## src/rtl/uart_pkg.sv

```systemverilog
// Shared UART definitions: receive FSM states, frame width and default bit timing.
// Latency: n/a (types and constants only).
// Backpressure: n/a.
package uart_pkg;

    // 8N1 frames carry eight data bits, LSB first.
    localparam int DATA_BITS = 8;

    // 9600 baud from a 100 MHz clock.
    localparam int DEFAULT_CLKS_PER_BIT = 10416;

    typedef enum logic [2:0] {
        IDLE,
        START,
        DATA,
        STOP,
        BREAK
    } rx_state_t;

endpackage

```

## src/rtl/sync2.sv

```systemverilog
// Two-flop synchroniser for an asynchronous, idle-high serial line.
// Latency: 2 clk cycles from d to q.
// Backpressure: none; q follows d continuously.
module sync2 (
    input  logic clk,
    input  logic rst,
    input  logic d,
    output logic q
);

    logic meta;

    // Both stages reset high so an idle line never looks like a start bit.
    always_ff @(posedge clk or posedge rst) begin
        if (rst) begin
            meta <= 1'b1;
            q    <= 1'b1;
        end else begin
            meta <= d;
            q    <= meta;
        end
    end

endmodule

```

## src/rtl/uart_byte_rx.sv

```systemverilog
// 8N1 UART receiver: recovers bytes from din and emits them with a one-cycle valid strobe.
// Latency: valid rises about 2 + HALF_BIT + 9*CLKS_PER_BIT cycles after the start-bit falling edge.
// Backpressure: none; valid/frame_err are single-cycle strobes and data holds until the next good frame.
module uart_byte_rx
    import uart_pkg::*;
#(
    parameter int CLKS_PER_BIT = DEFAULT_CLKS_PER_BIT,
    parameter int HALF_BIT     = CLKS_PER_BIT / 2
) (
    input  logic                 clk,
    input  logic                 rst,
    input  logic                 din,
    output logic [DATA_BITS-1:0] data,
    output logic                 valid,
    output logic                 frame_err,
    output logic                 busy
);

    localparam int CW = $clog2(CLKS_PER_BIT);
    localparam int BW = $clog2(DATA_BITS);

    // Baud counter compare points: mid start bit and end of each full bit period.
    localparam logic [CW-1:0] CNT_HALF = CW'(HALF_BIT - 1);
    localparam logic [CW-1:0] CNT_LAST = CW'(CLKS_PER_BIT - 1);
    localparam logic [BW-1:0] BIT_LAST = BW'(DATA_BITS - 1);

    logic                 rxs;

    rx_state_t            state,     state_nxt;
    logic [CW-1:0]        cnt,       cnt_nxt;
    logic [BW-1:0]        bit_idx,   bit_nxt;
    logic [DATA_BITS-1:0] shift,     shift_nxt;
    logic [DATA_BITS-1:0] data_nxt;
    logic                 valid_nxt;
    logic                 ferr_nxt;

    // din is asynchronous; only the synchronised copy is ever looked at.
    sync2 u_sync (
        .clk (clk),
        .rst (rst),
        .d   (din),
        .q   (rxs)
    );

    // Frame state; reset aborts any frame in flight with no strobe.
    always_ff @(posedge clk or posedge rst) begin
        if (rst) begin
            state     <= IDLE;
            cnt       <= '0;
            bit_idx   <= '0;
            shift     <= '0;
            data      <= '0;
            valid     <= 1'b0;
            frame_err <= 1'b0;
        end else begin
            state     <= state_nxt;
            cnt       <= cnt_nxt;
            bit_idx   <= bit_nxt;
            shift     <= shift_nxt;
            data      <= data_nxt;
            valid     <= valid_nxt;
            frame_err <= ferr_nxt;
        end
    end

    // Next-state, bit timing and strobe generation.
    always_comb begin
        state_nxt = state;
        cnt_nxt   = cnt;
        bit_nxt   = bit_idx;
        shift_nxt = shift;
        data_nxt  = data;
        valid_nxt = 1'b0;
        ferr_nxt  = 1'b0;

        case (state)
            IDLE: begin
                cnt_nxt = '0;
                bit_nxt = '0;
                if (!rxs) begin
                    state_nxt = START;
                end
            end

            // Re-check the line at mid start bit; a high line means the edge was a glitch.
            START: begin
                if (cnt == CNT_HALF) begin
                    cnt_nxt   = '0;
                    state_nxt = rxs ? IDLE : DATA;
                end else begin
                    cnt_nxt = cnt + 1'b1;
                end
            end

            // Sampling is now phase-aligned to bit centres; shift right so the LSB lands in bit 0.
            DATA: begin
                if (cnt == CNT_LAST) begin
                    cnt_nxt   = '0;
                    shift_nxt = {rxs, shift[DATA_BITS-1:1]};
                    if (bit_idx == BIT_LAST) begin
                        bit_nxt   = '0;
                        state_nxt = STOP;
                    end else begin
                        bit_nxt = bit_idx + 1'b1;
                    end
                end else begin
                    cnt_nxt = cnt + 1'b1;
                end
            end

            // Stop is checked at mid-bit, leaving half a bit to catch a back-to-back start.
            STOP: begin
                if (cnt == CNT_LAST) begin
                    cnt_nxt = '0;
                    if (rxs) begin
                        data_nxt  = shift;
                        valid_nxt = 1'b1;
                        state_nxt = IDLE;
                    end else begin
                        ferr_nxt  = 1'b1;
                        state_nxt = BREAK;
                    end
                end else begin
                    cnt_nxt = cnt + 1'b1;
                end
            end

            // A low line after a bad stop bit must not be mistaken for a new start.
            BREAK: begin
                cnt_nxt = '0;
                if (rxs) begin
                    state_nxt = IDLE;
                end
            end

            default: begin
                state_nxt = IDLE;
                cnt_nxt   = '0;
                bit_nxt   = '0;
            end
        endcase
    end

    // Busy covers the whole frame, including glitch rejection and break recovery.
    assign busy = (state != IDLE);

endmodule

```

## config.mk

```make
export PLATFORM = sky130hd
export DESIGN_NAME = uart_byte_rx
export DESIGN_NICKNAME = d
export VERILOG_FILES = /design/src/rtl/uart_pkg.sv /design/src/rtl/sync2.sv /design/src/rtl/uart_byte_rx.sv
export SDC_FILE = /design/constraint.sdc
export NUM_CORES = 1
export LEC_CHECK = 0
export CORE_MARGIN = 1
export CORE_UTILIZATION = 29
export CTS_CLUSTER_DIAMETER = 100
export CTS_CLUSTER_SIZE = 20
export DETAILED_ROUTE_END_ITERATION = 6
export DONT_BUFFER_PORTS = 1
export GPL_ROUTABILITY_DRIVEN = 0
export SYNTH_ARGS = -nofsm -noshare
export SYNTH_HDL_FRONTEND = slang
export SYNTH_HIERARCHICAL = 1
export SYNTH_SLANG_ARGS = --single-unit
export TNS_END_PERCENT = 100
```

## constraint.sdc

```tcl
create_clock -name clk -period 2.28 [get_ports clk]
set_clock_uncertainty 0.15 [all_clocks]
set_input_delay 0.228 -clock clk [delete_from_list [all_inputs] [get_ports clk]]
set_output_delay 0.228 -clock clk [all_outputs]
set_load 0.01 [all_outputs]
```

Yosys cells after proc, flatten, opt, wreduce, memory -nomap -nowiden
Cells that the tools add are included.
Word-level totals
  register bits: 40
  input bits: 3
  output and inout port bits: 11
  word-level logic and storage cells: 54
Operators by class
  add/sub/neg operators: 2
  equality and inequality tests: 13
  mux-type cells: 21
  bitwise operators: 1
  reduce and logical (&&, ||, !) cells: 8
Operator list (number)
  2-to-1 mux 14 bit: 2
  one-hot mux 14 bit (2 select lines): 1
  2-to-1 mux 3 bit: 9
  one-hot mux 3 bit (5 select lines): 1
  adder 14 x 1 -> 14 bit, second input constant: 1
  equality test 14 x 13 -> 1 bit, second input constant: 1
  equality test 14 bit, second input constant: 1
  inequality test 2 bit, second input constant: 5
  equality test 3 x 2 -> 1 bit, second input constant: 2
  equality test 3 bit, second input constant: 2
  2-to-1 mux 1 bit: 6
  one-hot mux 3 bit (2 select lines): 1
  AND reduction 6 bit: 1
  AND reduction 2 bit: 2
  adder 3 x 1 -> 3 bit, second input constant: 1
  equality test 3 x 1 -> 1 bit, second input constant: 1
  logical NOT 3 bit: 1
  AND reduction 3 bit: 1
  nonzero test 3 bit: 1
  OR reduction 3 bit: 1
  2-to-1 mux 2 bit: 1
  inequality test 2 x 1 -> 1 bit, second input constant: 1
  OR reduction 2 bit: 1
  NOT 1 bit: 1

Longest topological paths before layout
Gate-level depths: netlist of run 1.
  depth after elaboration: 4
  mapped depth: 6
  mapped depth without buffers: 5

Modules after synthesis
Netlist of run 1, hierarchy kept.
By module, submodules not included
  uart_byte_rx: times used 1, cells an instance 159, area each 1790.5 um^2, sequential area each 950.9 um^2
  sync2: times used 1, cells an instance 3, area each 56.3 um^2, sequential area each 52.6 um^2

Worst setup path after synthesis of run 1
Ideal clock, no wire load.
  path type: reg2reg
  start: reg cnt[10]
  end: reg data[0]
  library setup time: 0.128 ns
  data arrival time: 2.068 ns
  data required time: 2.002 ns
  setup slack: -0.065 ns
  stages on the path, launching flop included: 6
  path buffers: 1
  clock period less this slack: 2.345 ns
  cells stage by stage: dfrtp_1 > or4_1 > nor4_4 > and4_1 > buf_4 > mux2_1
On the way
  cells in the longest elaborated chain, start to end: 2
RTL lines
  from (decl): line uart_byte_rx.sv:30  | logic [CW-1:0] cnt, cnt_nxt;
  from (signal assigned): line uart_byte_rx.sv:57  | cnt <= cnt_nxt;
  equality test 14 bit: line uart_byte_rx.sv:113  | if (cnt == CNT_LAST) begin
  AND reduction 3 bit (no source line)
  to (signal assigned): line uart_byte_rx.sv:60  | data <= data_nxt;
  to (decl): line uart_byte_rx.sv:13  | output logic [DATA_BITS-1:0] data,
No other way between the ends.
A chain may end at the register's enable or synchronous reset.

Worst setup path in the final report of run 1
  start: reg cnt[0]
  end: reg shift[0]
On the way
  cells in the longest elaborated chain, start to end: 2
RTL lines
  equality test 14 bit: line uart_byte_rx.sv:97  | if (cnt == CNT_LAST) begin
  AND reduction 2 bit (no source line)
  to (signal assigned): line uart_byte_rx.sv:59  | shift <= shift_nxt;
  to (decl): line uart_byte_rx.sv:32  | logic [DATA_BITS-1:0] shift, shift_nxt;
No other way between the ends.

==> results_dict.tcl, run 1 <==
set metrics [dict create \
    grt_max_degree 39 \
    hold_ws_ps 211 \
    rrSetupSlack_ps 160 \
    cap_violations 0 \
    cts_tree "done" \
    min_from "u_sync/meta" \
    synth_top_area_share_pct 51.5 \
    synth-warning-count 6 \
    nets 180 \
    drc 0 \
    crit_required_ps 2300 \
    fillCellCount 607 \
    r2r-end "shift[0]" \
    final_common_cell "dfrtp_1" \
    clk_latency_ps 280 \
    syn_to_final_growth_pct 12.5 \
    power_density_mw_per_mm2 563 \
    fp-row-count 28 \
    drt-total-wl_mm 3.02 \
    ys_ff_latch 40 \
    wl_per_cell_um 12.2 \
    reg2reg_depth 6 \
    drt_first_pass_iters 3 \
    cts_max_path_buffers 2 \
    dieArea_mm2 0.00669 \
    synthesis.instances 162 \
    diodes 0 \
    cts_made_buffers 5 \
    crit_fanout 9 \
    hold_viol_final 0 \
    hold_end "u_sync/q" \
    status "complete, no violations" \
    r2r-start "cnt[0]" \
    dp_slack_ps 139 \
    fp.dieH_um 81.8 \
    first_global_vias 1173 \
    h-tree-depth 2 \
    worst_slew_pin_slew_ps 479 \
    ys_top_cells_by_area "dfrtp_1 (51%), mux2_2 (6.7%), mux2_1 (4.9%)" \
    rsz0062_at_grt "no" \
    wl_met2_mm 1.28 \
    synth_edf_count 0 \
    setup_slack_ps 160 \
    hold_class "register to register" \
    start_util_pct 30.6 \
    syn_area_mm2 0.00185 \
    max_freq_ghz 0.472 \
    clock_sinks 40 \
    grt_usage_pct 11.1 \
    met1_length_mm 1.60 \
    synthFlopType "dfrtp_1" \
    synthArstFlopShare_pct 100 \
    max-slew-margin-rel_pct 68.1 \
    wl_met3_um 102 \
    finalSetupViolations 0 \
    ir_drop_mv 0.227 \
    drt_iter0_drc 61 \
    synth_cell_type_count 37 \
    hold_depth 0 \
    port_buffers 0 \
    design.core.area_mm2 0.00603 \
    syn_nets 169 \
    p_leak_nw 0.959 \
    grt_antenna_before_repair 0 \
    place_hpwl_mm 2.12 \
    drive_gt1_share_pct 19.1 \
    ioPinCount 14 \
    endpoint_kind "register" \
    arrival_ps 2140 \
    syn_area_per_cell_um2 11.4 \
    root_buffer "clkbuf_8" \
    final_cell_mix "dfrtp_1 (38), nor2_1 (20), nand2_1 (14)" \
    fin_crit_sh_pct 93.0 \
    post_cts_buffers 0 \
    crit_path_start_kind "register" \
    vias 1143 \
    ys_seq_area_share_pct 54.3 \
    clk_pin_slew_ps 70 \
    drv_slew 0 \
    chipWidth_um 81.8 \
    top_layer "met4" \
    fin_setup_tns_ps 0 \
    worst-setup-path-type "register to register" \
    overflow 0 \
    postRouteAntennaNets 0 \
    viasPerCell 4.61 \
    grt_pass1_wl_mm 5.55 \
    period_needed_ps 2120 \
    synth_area_leader_cell "dfrtp_1" \
]
## power breakdown
| part | total (W) | switching, W | internal, W |
|---|---|---|---|
| Sequential | 0.000714 | 0.00000187 | 0.000712 |
| Clock | 0.000437 | 0.000230 | 0.000207 |
| Combinational | 0.0000181 | 0.0000141 | 0.00000406 |
## synthesized netlist by cell type, types with 2 or more instances
cell type,number
nand4_1,3
dfrtp_1,38
a21oi_1,2
mux2_2,11
xnor2_1,9
or4_1,3
nor2_1,20
mux2_1,8
ha_1,4
nor3_1,3
nor4_1,3
inv_1,3
nor2b_1,2
xor2_1,3
nand2b_1,2
nand3_1,9
clkbuf_1,4
nand2_1,14
o21ai_0,2
dfstp_2,2
## critical path, stage by stage, from the launching register on
cell and delay, ps:
dfrtp_1 390, ha_1 230, nand3_1 180, nor4_4 320
buf_4 210, nand3_2 200, mux2_2 330
## through the flow
| step | instance area, um2 | utilization [%] | total power, W | std cells |
|---|---|---|---|---|
| 5_1_grt | 2080 | 34.5 | 0.00123 | 248 |
| 4_1_cts | 2080 | 34.5 | 0.00119 | 248 |
| 3_3_place_gp | 1980 | 32.8 | 0.000745 | 239 |
| 3_5_place_dp | 1980 | 32.8 | 0.000745 | 239 |
| 2_1_floorplan | 1850 | - | 0.000738 | 162 |
| 6_report | 2080 | 34.5 | 0.00117 | 248 |
## cell families (layout without fill, tap and decap cells)
group	Yosys count	after routing	share of synthesized area, %
adders and majority gates	4	4	2.71
DFF	40	40	54.3
buffers and inverters	9	20	2.10
xor gates and xnor gates	12	12	5.69
muxes	19	19	11.6
AOI/OAI and AO/OA	9	9	3.52
and+or+nand+nor	69	69	20.1
## flip-flops by register name, indices dropped and copies added, names as in the netlist
register	cells
shift	8
frame_err	1
u_sync/meta	1
data	8
cnt	14
bit_idx	3
state	3
valid	1
u_sync/q	1
## layer usage
metal | global-route usage (%) | vias up
met4 | 4.21 | 0
met3 | 3.78 | 5
met5 | 0 | -
li1 | - | 582
met1 | 14.8 | 539
met2 | 16.4 | 17
## final cells by class
cell class	count	area, um2	area share (%)
Timing Repair Buffer	10	80.1	3.85
Clock inverter	2	12.5	0.602
Sequential cell	40	1000	48.3
Inverter	3	11.3	0.542
Tap cell	75	93.8	4.52
Clock buffer	5	68.8	3.31
Multi-Input combinational cell	113	808	38.9
## what timing repair did
action                    CTS  global route
hold endpoints to repair   41             0
hold buffers                2             0
resized for setup           0             0
## how the worst max path moves through the flow
| stage | startpoint | to | slack, ps |
|---|---|---|---|
| 3_5_place_dp | cnt[0] | shift[0] | 140 |
| 4_1_cts | cnt[0] | shift[0] | 130 |
| 6_report | cnt[0] | shift[0] | 160 |
| 5_1_grt | cnt[0] | shift[1] | 0.03 |
| 3_3_place_gp | cnt[6] | shift[1] | 180 |
| 2_1_floorplan | cnt[10] | data[0] | -30 |
Power figures use the tool's default switching activity.
==> inputs of run 2 (changes only) <==
CORE_MARGIN = default   (was 1)
SKIP_CTS_REPAIR_TIMING = 1   (was default)
==> run 2 against run 1 <==
  * Core utilization stayed put
  * Clock power hardly changed
  * Non-clock buffer count stayed put
  * Die area stayed put
  * Largest cell class unchanged
==> results_dict.tcl, run 2 (synthesis results as in run 1) <==
set metrics [dict create \
    status "complete, no violations" \
    path_delay_family "simple AND/OR/NAND/NOR gates" \
    first_global_vias 1166 \
    largest_register_ffs 14 \
    drv_slew 0 \
    endpoint "shift[0]" \
    endpoint_kind "register" \
    place_hpwl_mm 2.12 \
    nets 180 \
    grt_pass1_wl_mm 5.55 \
    diodes 0 \
    hold_class "register to register" \
    grt_max_degree 39 \
    busiest_layer "met2" \
    fin_setup_tns_ps 0 \
    use_met2_pct 16.3 \
    dpl-instance-area_mm2 0.00198 \
    start_util_pct 30.6 \
    dp_cells 239 \
    ioPinCount 14 \
    crit_fanout 9 \
    fin_crit_sh_pct 93.0 \
    chipWidth_um 81.8 \
    worst_slew_pin_slew_ps 479 \
    syn_to_final_growth_pct 12.5 \
    r2r-end "shift[0]" \
    largest_register "cnt" \
    cts_max_path_buffers 2 \
    cpMaxStageDelayCell "dfrtp_1" \
    h-tree-depth 2 \
    grt_antenna_before_repair 0 \
    rsz0062_at_grt "no" \
    rrSetupSlack_ps 160 \
    finalSetupViolations 0 \
    crit_path_start_kind "register" \
    power_density_mw_per_mm2 563 \
    port_buffers 0 \
    ir_drop_mv 0.227 \
    path_buf_inv 1 \
    max_freq_ghz 0.472 \
    root_buffer "clkbuf_8" \
    fp-row-count 28 \
    overflow 0 \
    worst-setup-path-type "register to register" \
    max_stage_delay_ps 390 \
    period_needed_ps 2120 \
    final_cell_mix "dfrtp_1 (38), nor2_1 (20), nand2_1 (14)" \
    cts_tree "done" \
    met3_usage_pct 3.89 \
    reg2reg_depth 6 \
    cap_violations 0 \
    clk_latency_ps 280 \
    design.core.area_mm2 0.00603 \
    drt_first_pass_iters 3 \
    use_met1_pct 14.8 \
    clk_pin_slew_ps 70 \
    drt_iter0_drc 61 \
    stdcell_count 248 \
    wl_per_cell_um 12.2 \
    max-slew-margin-rel_pct 68.1 \
    final_common_cell "dfrtp_1" \
    drt-total-wl_mm 3.02 \
    arrival_ps 2140 \
    grt_usage_pct 11.1 \
    hold_viol_final 0 \
    clock_sinks 40 \
    r2r-start "cnt[0]" \
    crit_required_ps 2300 \
    fp.dieH_um 81.8 \
    final_util_pct 34.5 \
    p_leak_nw 0.959 \
    reg_top3 "cnt: 14 flops, data: 8 flops, shift: 8 flops" \
    viasPerCell 4.61 \
    crit_chain "ha_1, nand3_1, nor4_4, buf_4, nand3_2, mux2_2" \
    cts_made_buffers 5 \
    vias 1143 \
    drc 0 \
    path_depth 6 \
    dieArea_mm2 0.00669 \
    final_cell_area_mm2 0.00208 \
    crit_path_start "cnt[0]" \
    drive_gt1_share_pct 19.1 \
    postRouteAntennaNets 0 \
]
run 2: how the worst min path moves through the flow:
| stage | from | end | slack [ps] | cells past startpoint |
|---|---|---|---|---|
| after floorplan | rst | u_sync/meta | -10 | 1 |
| after global placement | rst | u_sync/meta | -0.9 | 1 |
| after detailed placement | rst | u_sync/meta | 8 | 1 |
| after CTS | rst | u_sync/meta | -300 | 1 |
| after global routing | u_sync/meta | u_sync/q | 210 | 0 |
| final | u_sync/meta | u_sync/q | 210 | 0 |
run 2: metrics by stage:
step	hold WS [ps]	setup slack [ps]	total power (W)
finish	211	160	0.00117
global route	213	0.0298	0.00123
CTS	-304	134	0.00119
detailed placement	7.98	139	0.000745
global placement	-0.853	181	0.000745
floorplan	-10.5	-34.6	0.000738
run 2: where the power goes:
part | internal [W] | switching [W] | total (W)
combinational | 0.00000406 | 0.0000141 | 0.0000181
sequential | 0.000712 | 0.00000187 | 0.000714
clock | 0.000207 | 0.000230 | 0.000437
total | 0.000923 | 0.000246 | 0.00117
run 2: final cells by class:
type	count	area [um2]
fill	606	3950
sequential	40	1000
multi-input combinational	113	808
tap	75	93.8
timing repair buffer	10	80.1
clock buffer	5	68.8
clock inverter	2	12.5
inverter	3	11.3
run 2: routing by layer:
| metal | vias up | part of all wire, % |
|---|---|---|
| met1 | 539 | 53 |
| met4 | 0 | 1.3 |
| met2 | 17 | 42 |
| met5 | - | 0 |
| met3 | 5 | 3.4 |
| li1 | 582 | - |
